==> config.mk <==
export PLATFORM = sky130hd
export DESIGN_NAME = ex_div
export DESIGN_NICKNAME = d
export VERILOG_FILES = /design/src/rtl/ex_div_pkg.sv /design/src/rtl/ex_div.sv
export SDC_FILE = /design/constraint.sdc
export NUM_CORES = 1
export LEC_CHECK = 0
export ABC_AREA = 1
export CAP_MARGIN = 20
export CORE_AREA = 4 4 209 211
export CTS_CLUSTER_SIZE = 14
export DETAILED_ROUTE_END_ITERATION = 10
export DIE_AREA = 0 0 213 215
export MAX_ROUTING_LAYER = met4
export PLACE_DENSITY_LB_ADDON = 0.2
export SLEW_MARGIN = 20
export SYNTH_ARGS = -nofsm -noshare
export SYNTH_HDL_FRONTEND = slang
export SYNTH_SLANG_ARGS = --single-unit
==> constraint.sdc <==
create_clock -name clk -period 4.7 [get_ports clk]
set_clock_uncertainty 0.2 [all_clocks]
set_input_delay 0.94 -clock clk [delete_from_list [all_inputs] [get_ports clk]]
set_output_delay 0.94 -clock clk [all_outputs]
set_load 0.05 [all_outputs]
==> src/rtl/ex_div_pkg.sv <==
// Shared types and constants for the RV32M divide/remainder unit.
package ex_div_pkg;

  localparam int XLEN = 32;

  // func7 of the M-extension instructions (MUL*/DIV*/REM*).
  localparam logic [6:0] FUNCT7_MULDIV = 7'b0000001;

  typedef enum logic [1:0] {
    IDLE  = 2'd0,
    START = 2'd1,
    CALC  = 2'd2,
    END   = 2'd3
  } state_e;

  typedef enum logic [1:0] {
    OP_DIV  = 2'b00,
    OP_DIVU = 2'b01,
    OP_REM  = 2'b10,
    OP_REMU = 2'b11
  } op_e;

  function automatic logic [XLEN-1:0] neg_if(input logic [XLEN-1:0] v, input logic neg);
    logic [XLEN-1:0] r;
    if (neg) begin
      r = ~v + {{(XLEN-1){1'b0}}, 1'b1};
    end else begin
      r = v;
    end
    return r;
  endfunction

endpackage

==> src/rtl/ex_div.sv <==
// Multi-cycle restoring radix-2 divider for DIV/DIVU/REM/REMU beside the execute stage.
module ex_div #(
  parameter int XLEN = 32
) (
  input  logic            clk,
  input  logic            rst,
  input  logic            start_i,
  input  logic [1:0]      op_i,
  input  logic [XLEN-1:0] dividend_i,
  input  logic [XLEN-1:0] divisor_i,
  input  logic [4:0]      rd_addr_i,
  input  logic            flush_i,
  output logic            busy_o,
  output logic            hold_flag_o,
  output logic [XLEN-1:0] rd_data_o,
  output logic [4:0]      rd_addr_o,
  output logic            rd_wen_o
);
  import ex_div_pkg::*;

  state_e          state_q, state_d;
  op_e             op_q, op_d;
  logic [XLEN-1:0] dvd_q, dvd_d;
  logic [XLEN-1:0] dvs_q, dvs_d;
  logic [4:0]      rd_q, rd_d;
  logic [5:0]      cnt_q, cnt_d;
  logic [XLEN-1:0] quot_q, quot_d;
  logic [XLEN-1:0] rem_q, rem_d;
  logic            negq_q, negq_d;
  logic            negr_q, negr_d;
  logic [XLEN-1:0] result_q, result_d;

  logic            is_signed_s;
  logic            is_rem_s;
  logic            div_zero_s;
  logic            overflow_s;
  logic [XLEN-1:0] dvd_mag_s;
  logic [XLEN-1:0] dvs_mag_s;
  logic [XLEN:0]   rem_sh_s;
  logic [XLEN:0]   trial_s;
  logic            no_borrow_s;
  logic [XLEN-1:0] rem_nxt_s;
  logic [XLEN-1:0] quot_nxt_s;

  assign is_signed_s = (op_q == OP_DIV) || (op_q == OP_REM);
  assign is_rem_s    = (op_q == OP_REM) || (op_q == OP_REMU);
  assign div_zero_s  = (dvs_q == {XLEN{1'b0}});
  assign overflow_s  = is_signed_s && (dvd_q == {1'b1, {(XLEN-1){1'b0}}})
                       && (dvs_q == {XLEN{1'b1}});
  assign dvd_mag_s   = neg_if(dvd_q, is_signed_s & dvd_q[XLEN-1]);
  assign dvs_mag_s   = neg_if(dvs_q, is_signed_s & dvs_q[XLEN-1]);

  // A shifted remainder with its top bit set always exceeds the divisor, so only
  // a 33-bit wrap of the trial subtraction signals a borrow.
  assign rem_sh_s    = {rem_q, quot_q[XLEN-1]};
  assign trial_s     = rem_sh_s - {1'b0, dvs_q};
  assign no_borrow_s = rem_sh_s[XLEN] | ~trial_s[XLEN];
  assign rem_nxt_s   = no_borrow_s ? trial_s[XLEN-1:0] : rem_sh_s[XLEN-1:0];
  assign quot_nxt_s  = {quot_q[XLEN-2:0], no_borrow_s};

  // Next-state and datapath update for the IDLE/START/CALC/END sequence.
  always_comb begin
    state_d  = state_q;
    op_d     = op_q;
    dvd_d    = dvd_q;
    dvs_d    = dvs_q;
    rd_d     = rd_q;
    cnt_d    = cnt_q;
    quot_d   = quot_q;
    rem_d    = rem_q;
    negq_d   = negq_q;
    negr_d   = negr_q;
    result_d = result_q;
    case (state_q)
      IDLE: begin
        if (start_i && !flush_i) begin
          state_d = START;
          op_d    = op_e'(op_i);
          dvd_d   = dividend_i;
          dvs_d   = divisor_i;
          rd_d    = rd_addr_i;
        end else begin
          state_d = IDLE;
        end
      end
      START: begin
        if (flush_i) begin
          state_d = IDLE;
        end else if (div_zero_s) begin
          result_d = is_rem_s ? dvd_q : {XLEN{1'b1}};
          state_d  = END;
        end else if (overflow_s) begin
          result_d = is_rem_s ? {XLEN{1'b0}} : dvd_q;
          state_d  = END;
        end else begin
          quot_d  = dvd_mag_s;
          rem_d   = {XLEN{1'b0}};
          dvs_d   = dvs_mag_s;
          negq_d  = is_signed_s & (dvd_q[XLEN-1] ^ dvs_q[XLEN-1]);
          negr_d  = is_signed_s & dvd_q[XLEN-1];
          cnt_d   = 6'd0;
          state_d = CALC;
        end
      end
      CALC: begin
        if (flush_i) begin
          state_d = IDLE;
        end else begin
          quot_d = quot_nxt_s;
          rem_d  = rem_nxt_s;
          if (cnt_q == 6'd31) begin
            result_d = is_rem_s ? neg_if(rem_nxt_s, negr_q) : neg_if(quot_nxt_s, negq_q);
            state_d  = END;
          end else begin
            cnt_d = cnt_q + 6'd1;
          end
        end
      end
      END: begin
        state_d = IDLE;
      end
      default: begin
        state_d = IDLE;
      end
    endcase
  end

  // State and datapath registers with synchronous reset.
  always_ff @(posedge clk) begin
    if (rst) begin
      state_q  <= IDLE;
      op_q     <= OP_DIV;
      dvd_q    <= {XLEN{1'b0}};
      dvs_q    <= {XLEN{1'b0}};
      rd_q     <= 5'd0;
      cnt_q    <= 6'd0;
      quot_q   <= {XLEN{1'b0}};
      rem_q    <= {XLEN{1'b0}};
      negq_q   <= 1'b0;
      negr_q   <= 1'b0;
      result_q <= {XLEN{1'b0}};
    end else begin
      state_q  <= state_d;
      op_q     <= op_d;
      dvd_q    <= dvd_d;
      dvs_q    <= dvs_d;
      rd_q     <= rd_d;
      cnt_q    <= cnt_d;
      quot_q   <= quot_d;
      rem_q    <= rem_d;
      negq_q   <= negq_d;
      negr_q   <= negr_d;
      result_q <= result_d;
    end
  end

  // Output decode: hold stalls the issuing instruction in its own cycle and drops in END.
  always_comb begin
    busy_o      = (state_q != IDLE);
    hold_flag_o = ((state_q == IDLE) & start_i & ~flush_i)
                  | (state_q == START) | (state_q == CALC);
    rd_wen_o    = (state_q == END) & ~flush_i;
    if (rd_wen_o) begin
      rd_data_o = result_q;
      rd_addr_o = rd_q;
    end else begin
      rd_data_o = {XLEN{1'b0}};
      rd_addr_o = 5'd0;
    end
  end

endmodule

==> metrics.txt, run 1 <==
top_reg_cell synth=dfxtp_1; Design Power=4.73 mW; final wirelength=54500 um; Ports=115; clk_lat worst skew=0.47 ns; Nets=2656; worst setup margin=0.386 ns; H-tree levels=4; final hold violation count=0; Ys Warns=0; Gate Count Post-Synth=2482; # diodes=0; Synth async-reset ratio=0%; pins over their slew limit=0; post-CTS setup buffer count=0; area post-placement=15900 um^2; gr ovfl total=0; die height=215 um; Slew HR=26.5%; DRC viols=0; post-route cell area=16600 um^2; Startpoint Class=register; crit path kind=reg2reg; count of final setup violators=0; most common cell after layout, fill and taps aside=nand2_1; final period utilization=91.8%; total die area=45800 um^2; Die Width=213 um; row count=75; Post-Route Setup TNS=0 ns; initial antenna violation count=0; DRT iter0 DRCs=1662; Period minus WS final=4.31 ns; via/cell ratio=5.26; largest net degree at the start of global routing=93; via count=16300; status=finished, final reports clean; vias in the first global route=14900; most frequent cells in the layout=nand2_1 (637), inv_1 (319), a21oi_1 (244), o21ai_0 (232), nor2_1 (229); Fin Hold WS=0.255 ns; Clock Sinks=177; I/O Buffers=114; CTS Buf Count=17; Synth Cell Area=14400 um^2; sequential area share after synthesis=24.6%; Clock Path Buffers=2; Post-Syn Area per Cell=5.81 um^2; Layout area overhead=14.8%; Critical Path AT=4.42 ns; worst vdd ir=0.282 mV; Pwr Density=285 nW/um^2; top post-synthesis cells by area=dfxtp_1 (25%), nand2_1 (17%), a21oi_1 (8.5%); Fillers=4557; Clock transition at path regs=0.08 ns; WL/cell=17.6 um; drt first pass iters=7; Lkg Pwr=7.59 nW; Setup WS pre-CTS=0.132 ns; Req. time, crit path=4.81 ns; CTS tree=built; distinct cell type count after synthesis=59; Antenna Nets Post-Route=0; DP HPWL=42400 um; Root Buffer=clkbuf_16; Hold Crit Class=reg2reg; CP endpoint kind=register; Final Wtd Congestion=0.984; Starting Density=34.6%; core area=41800 um^2; Yosys top cell by area=dfxtp_1; maximum clock rate=232 MHz; Slew @ Worst Pin=1.10 ns; max-cap violations=0; flops & latches, synth=177; layout cell share with drive strength beyond 1=8.18%; RSZ-0062 raised after global routing=false; GRT Total Usage=23.9%; number of synthesized flops with an enable pin=0; worst-path maximum fanout=54; syn nets=2596; first-pass GRT wire length=84500 um; share of the synthesized area in the top cell type=24.6%
## sequential cells by signal, summed over array words and instances, names as in the netlist
register,cells
negq_q,1
negr_q,1
result_q,32
dvs_q,32
op_q,2
quot_q,32
dvd_q,32
rd_q,5
cnt_q,6
rem_q,32
state_q,2
## critical path, stage by stage, from the launching register on
cell,delay (ns)
dfxtp_1,0.38
inv_1,0.09
ha_1,0.22
fa_1,0.41
inv_1,0.13
nand2_1,0.06
nand2_1,0.13
nand3_2,0.08
nand2_2,0.12
nand2_2,0.09
nand2_4,0.08
nand2_4,0.07
nand2_8,0.07
buf_12,0.25
nand2_1,0.11
o21ai_2,0.11
ha_1,0.19
inv_1,0.05
nor2_1,0.12
nand2_1,0.12
nor2_2,0.18
nand3_2,0.11
nand2_2,0.21
nand2_1,0.09
nand3_1,0.14
nand3_1,0.10
nand2_1,0.13
a21oi_1,0.07
## worst paths after layout
check / start / to / slack (ns) / cells past startpoint
max: quot_q[31] / result_q[18] / 0.39 / 27
min: rd_q[0] / rd_q[0] / 0.26 / 2
min reg2reg: rd_q[0] / rd_q[0] / 0.26 / 2
max reg2reg: quot_q[31] / result_q[18] / 0.39 / 27
## repair_timing
item,CTS,global route
hold buffers,0,0
setup endpoints to repair,0,15
resized for setup,0,7
## report_power, final
group	internal, mW	total [mW]	leakage, nW	switching [mW]
Sequential	1.59	1.69	1.45	0.0984
Combinational	0.449	1.42	5.83	0.974
Clock	0.909	1.61	0.314	0.705
Total	2.95	4.73	7.59	1.78
## layer usage
layer / up-vias / part of all wire, % / GRT usage (%)
met4: 0 / 1.9 / 5.65
met2: 558 / 43 / 35.1
met1: 7476 / 48 / 34.4
met5: - / 0 / -
met3: 43 / 7.1 / 3.76
li1: 8209 / - / -
## through the flow
stage                     cells  util [%]
final                      3094      39.7
after global routing       3094      39.7
after CTS                  3094      39.6
after detailed placement   3062      38.1
after global placement     3062      38.1
after floorplan            2482         -
## area by class of cell
type                    count  area [um^2]  share of cell area (%)
well taps                 539          674                    4.07
multi-input cells        1851         9060                    54.7
clock buffers              17          425                    2.57
clock inverters            15          216                    1.31
flip-flops and latches    177         3540                    21.4
inverters                 339         1270                    7.68
repair buffers            156         1380                    8.33
## synth_stat cells, types with 14 or more instances
cell type and count:
nand4_1 33, a21oi_1 244, nor2_1 232, xor2_1 23
a31oi_1 27, o22ai_1 17, o21ai_0 233, nor3_1 39
dfxtp_1 177, nand2_2 29, nand2_1 637, nand3_1 175
inv_1 322, inv_2 14, ha_1 38, clkbuf_1 74
o21ai_1 17, buf_2 14
## kinds of logic after synthesis
group,share of synthesized area (%)
buffers and inverters,12.8
xor gates and xnor gates,1.52
AOI/OAI and AO/OA,21.4
DFF,24.6
adders and majority gates,3.64
and+or+nand+nor,36.1
Power figures use the tool's default switching activity.
==> run 2, diff against run 1 <==
--- a/config.mk
+++ b/config.mk
@@ -7,10 +7,10 @@
 export LEC_CHECK = 0
 export ABC_AREA = 1
 export CAP_MARGIN = 20
-export CORE_AREA = 4 4 209 211
+export CORE_AREA = 2 2 207 209
 export CTS_CLUSTER_SIZE = 14
 export DETAILED_ROUTE_END_ITERATION = 10
-export DIE_AREA = 0 0 213 215
+export DIE_AREA = 0 0 209 211
 export MAX_ROUTING_LAYER = met4
 export PLACE_DENSITY_LB_ADDON = 0.2
 export SLEW_MARGIN = 20
==> metrics.txt, run 2 (synthesis gave the netlist of run 1 again) <==
pins over their slew limit=0; Fin Hold WS=0.254 ns; CTS Buf Count=17; post-route cell area=16600 um^2; Post-Place Cells=3065; Int Pwr=2.93 mW; initial antenna violation count=1; DRC viols=0; Critical R2R Launch=quot_q[31]; core area=41800 um^2; vias in the first global route=14600; first-pass GRT wire length=84600 um; Pwr Density=283 nW/um^2; Clock Sinks=177; hold buffers post-CTS=0; # diodes=0; non-filler cells, final=3096; PostCTS Resize Cnt=0; gr ovfl total=0; DP HPWL=42800 um; Hold Crit Class=reg2reg; maximum clock rate=226 MHz; worst-path maximum fanout=54; worst vdd ir=0.263 mV; GRT Total Usage=25.4%; status=finished, final reports clean; Req. time, crit path=4.80 ns; clk_lat worst skew=0.46 ns; CP endpoint kind=register; cell depth of the worst hold path=2; Post-Route Setup TNS=0 ns; layout cell share with drive strength beyond 1=8.29%; Clock Path Buffers=2; DRT iter0 DRCs=1579; die height=211 um; sw frac=37.6%; final wirelength=55300 um; total die area=44100 um^2; final period utilization=94.1%; drt first pass iters=6; via count=16200; Setup WS pre-CTS=0.210 ns; Hold Path End=rd_q[1]; Critical Path AT=4.52 ns; count of final setup violators=0; area post-placement=15900 um^2; Starting Density=34.6%; via/cell ratio=5.24; Lkg Pwr=7.59 nW; sequential power share=36.0%; switching power=1.76 mW; Comb pwr share=30.7%; Final Wtd Congestion=0.957; Crit Reg-Reg Endpoint=result_q[18]; Layout area overhead=14.8%; Slew @ Worst Pin=0.997 ns; most frequent cells in the layout=nand2_1 (637), inv_1 (319), a21oi_1 (244), o21ai_0 (233), nor2_1 (229); Root Buffer=clkbuf_16; Clock transition at path regs=0.08 ns; r2r setup slk=0.28 ns; most common cell after layout, fill and taps aside=nand2_1; Slew HR=33.5%; worst setup margin=0.276 ns; WL/cell=17.9 um; CTS tree=built; RSZ-0062 raised after global routing=false; final hold violation count=0; Startpoint Class=register; worst hold start=rd_q[1]; row count=75; Clock power frac=33.3%; post-CTS setup buffer count=0; worst reg2reg path depth=27; Ports=115; Nets=2659; max-cap violations=0; Antenna Nets Post-Route=0; largest net degree at the start of global routing=96; crit path kind=reg2reg; I/O Buffers=114; Die Width=209 um; H-tree levels=4; Period minus WS final=4.42 ns
[run 2: cell count changes in the layout (fill, tap and decap cells not counted), sizes merged]
cell	delta
clkinvlp	-1
buf	+3
inv	-6
clkbuf	+3
clkinv	+4
bufinv	-1
[run 2: power groups by stage]
stage                     combinational [mW]  sequential [mW]  clock, mW
after floorplan                        0.967             1.69          0
after global placement                  1.41             1.72          0
after detailed placement                1.41             1.72          0
after CTS                               1.42             1.68       1.59
after global routing                    1.60             1.70       1.65
final                                   1.44             1.69       1.56
[run 2: worst max path at each step]
stage | start | end | slack [ns] | cells after the start
after CTS | quot_q[31] | result_q[18] | 0.15 | 27
after floorplan | flush_i | rd_data_o[10] | 0.28 | 4
after global placement | quot_q[31] | result_q[18] | 0.22 | 27
after detailed placement | quot_q[31] | result_q[18] | 0.21 | 27
final | quot_q[31] | result_q[18] | 0.28 | 27
after global routing | dvs_q[11] | result_q[30] | 0.007 | 27
[run 2: through the flow]
stage	utilization [%]	total power, mW
6_report	39.7	4.69
5_1_grt	39.7	4.95
4_1_cts	39.6	4.69
3_5_place_dp	38.2	3.13
3_3_place_gp	38.2	3.12
2_1_floorplan	-	2.66
[run 2: area by class of cell]
type | count | area [um^2]
fillers | 4584 | 25200
multi-input cells | 1851 | 9060
flip-flops and latches | 177 | 3550
repair buffers | 159 | 1400
inverters | 339 | 1270
well taps | 539 | 674
clock buffers | 20 | 467
clock inverters | 11 | 153
[run 2: per-layer routing]
layer / vias up / share of wire (%) / GRT usage, %
met1: 7418 / 49 / 36.8
met4: 0 / 1.8 / 6.31
met2: 551 / 43 / 37.3
met3: 49 / 6.5 / 3.05
li1: 8217 / - / -
met5: - / 0 / -
[run 2: critical path, stage by stage (launching register included)]
cell and delay, ns:
dfxtp_1 0.37, inv_1 0.09, ha_1 0.23, fa_1 0.41
inv_1 0.12, nand2_1 0.06, nand2_1 0.12, nand3_2 0.08
nand2_2 0.12, nand2_2 0.09, nand2_4 0.08, nand2_4 0.06
nand2_8 0.06, buf_6 0.39, nand2_1 0.12, o21ai_2 0.11
ha_1 0.19, inv_1 0.05, nor2_1 0.12, nand2_1 0.12
nor2_2 0.18, nand3_2 0.11, nand2_2 0.21, nand2_1 0.08
nand3_1 0.13, nand3_1 0.11, nand2_1 0.15, a21oi_1 0.08
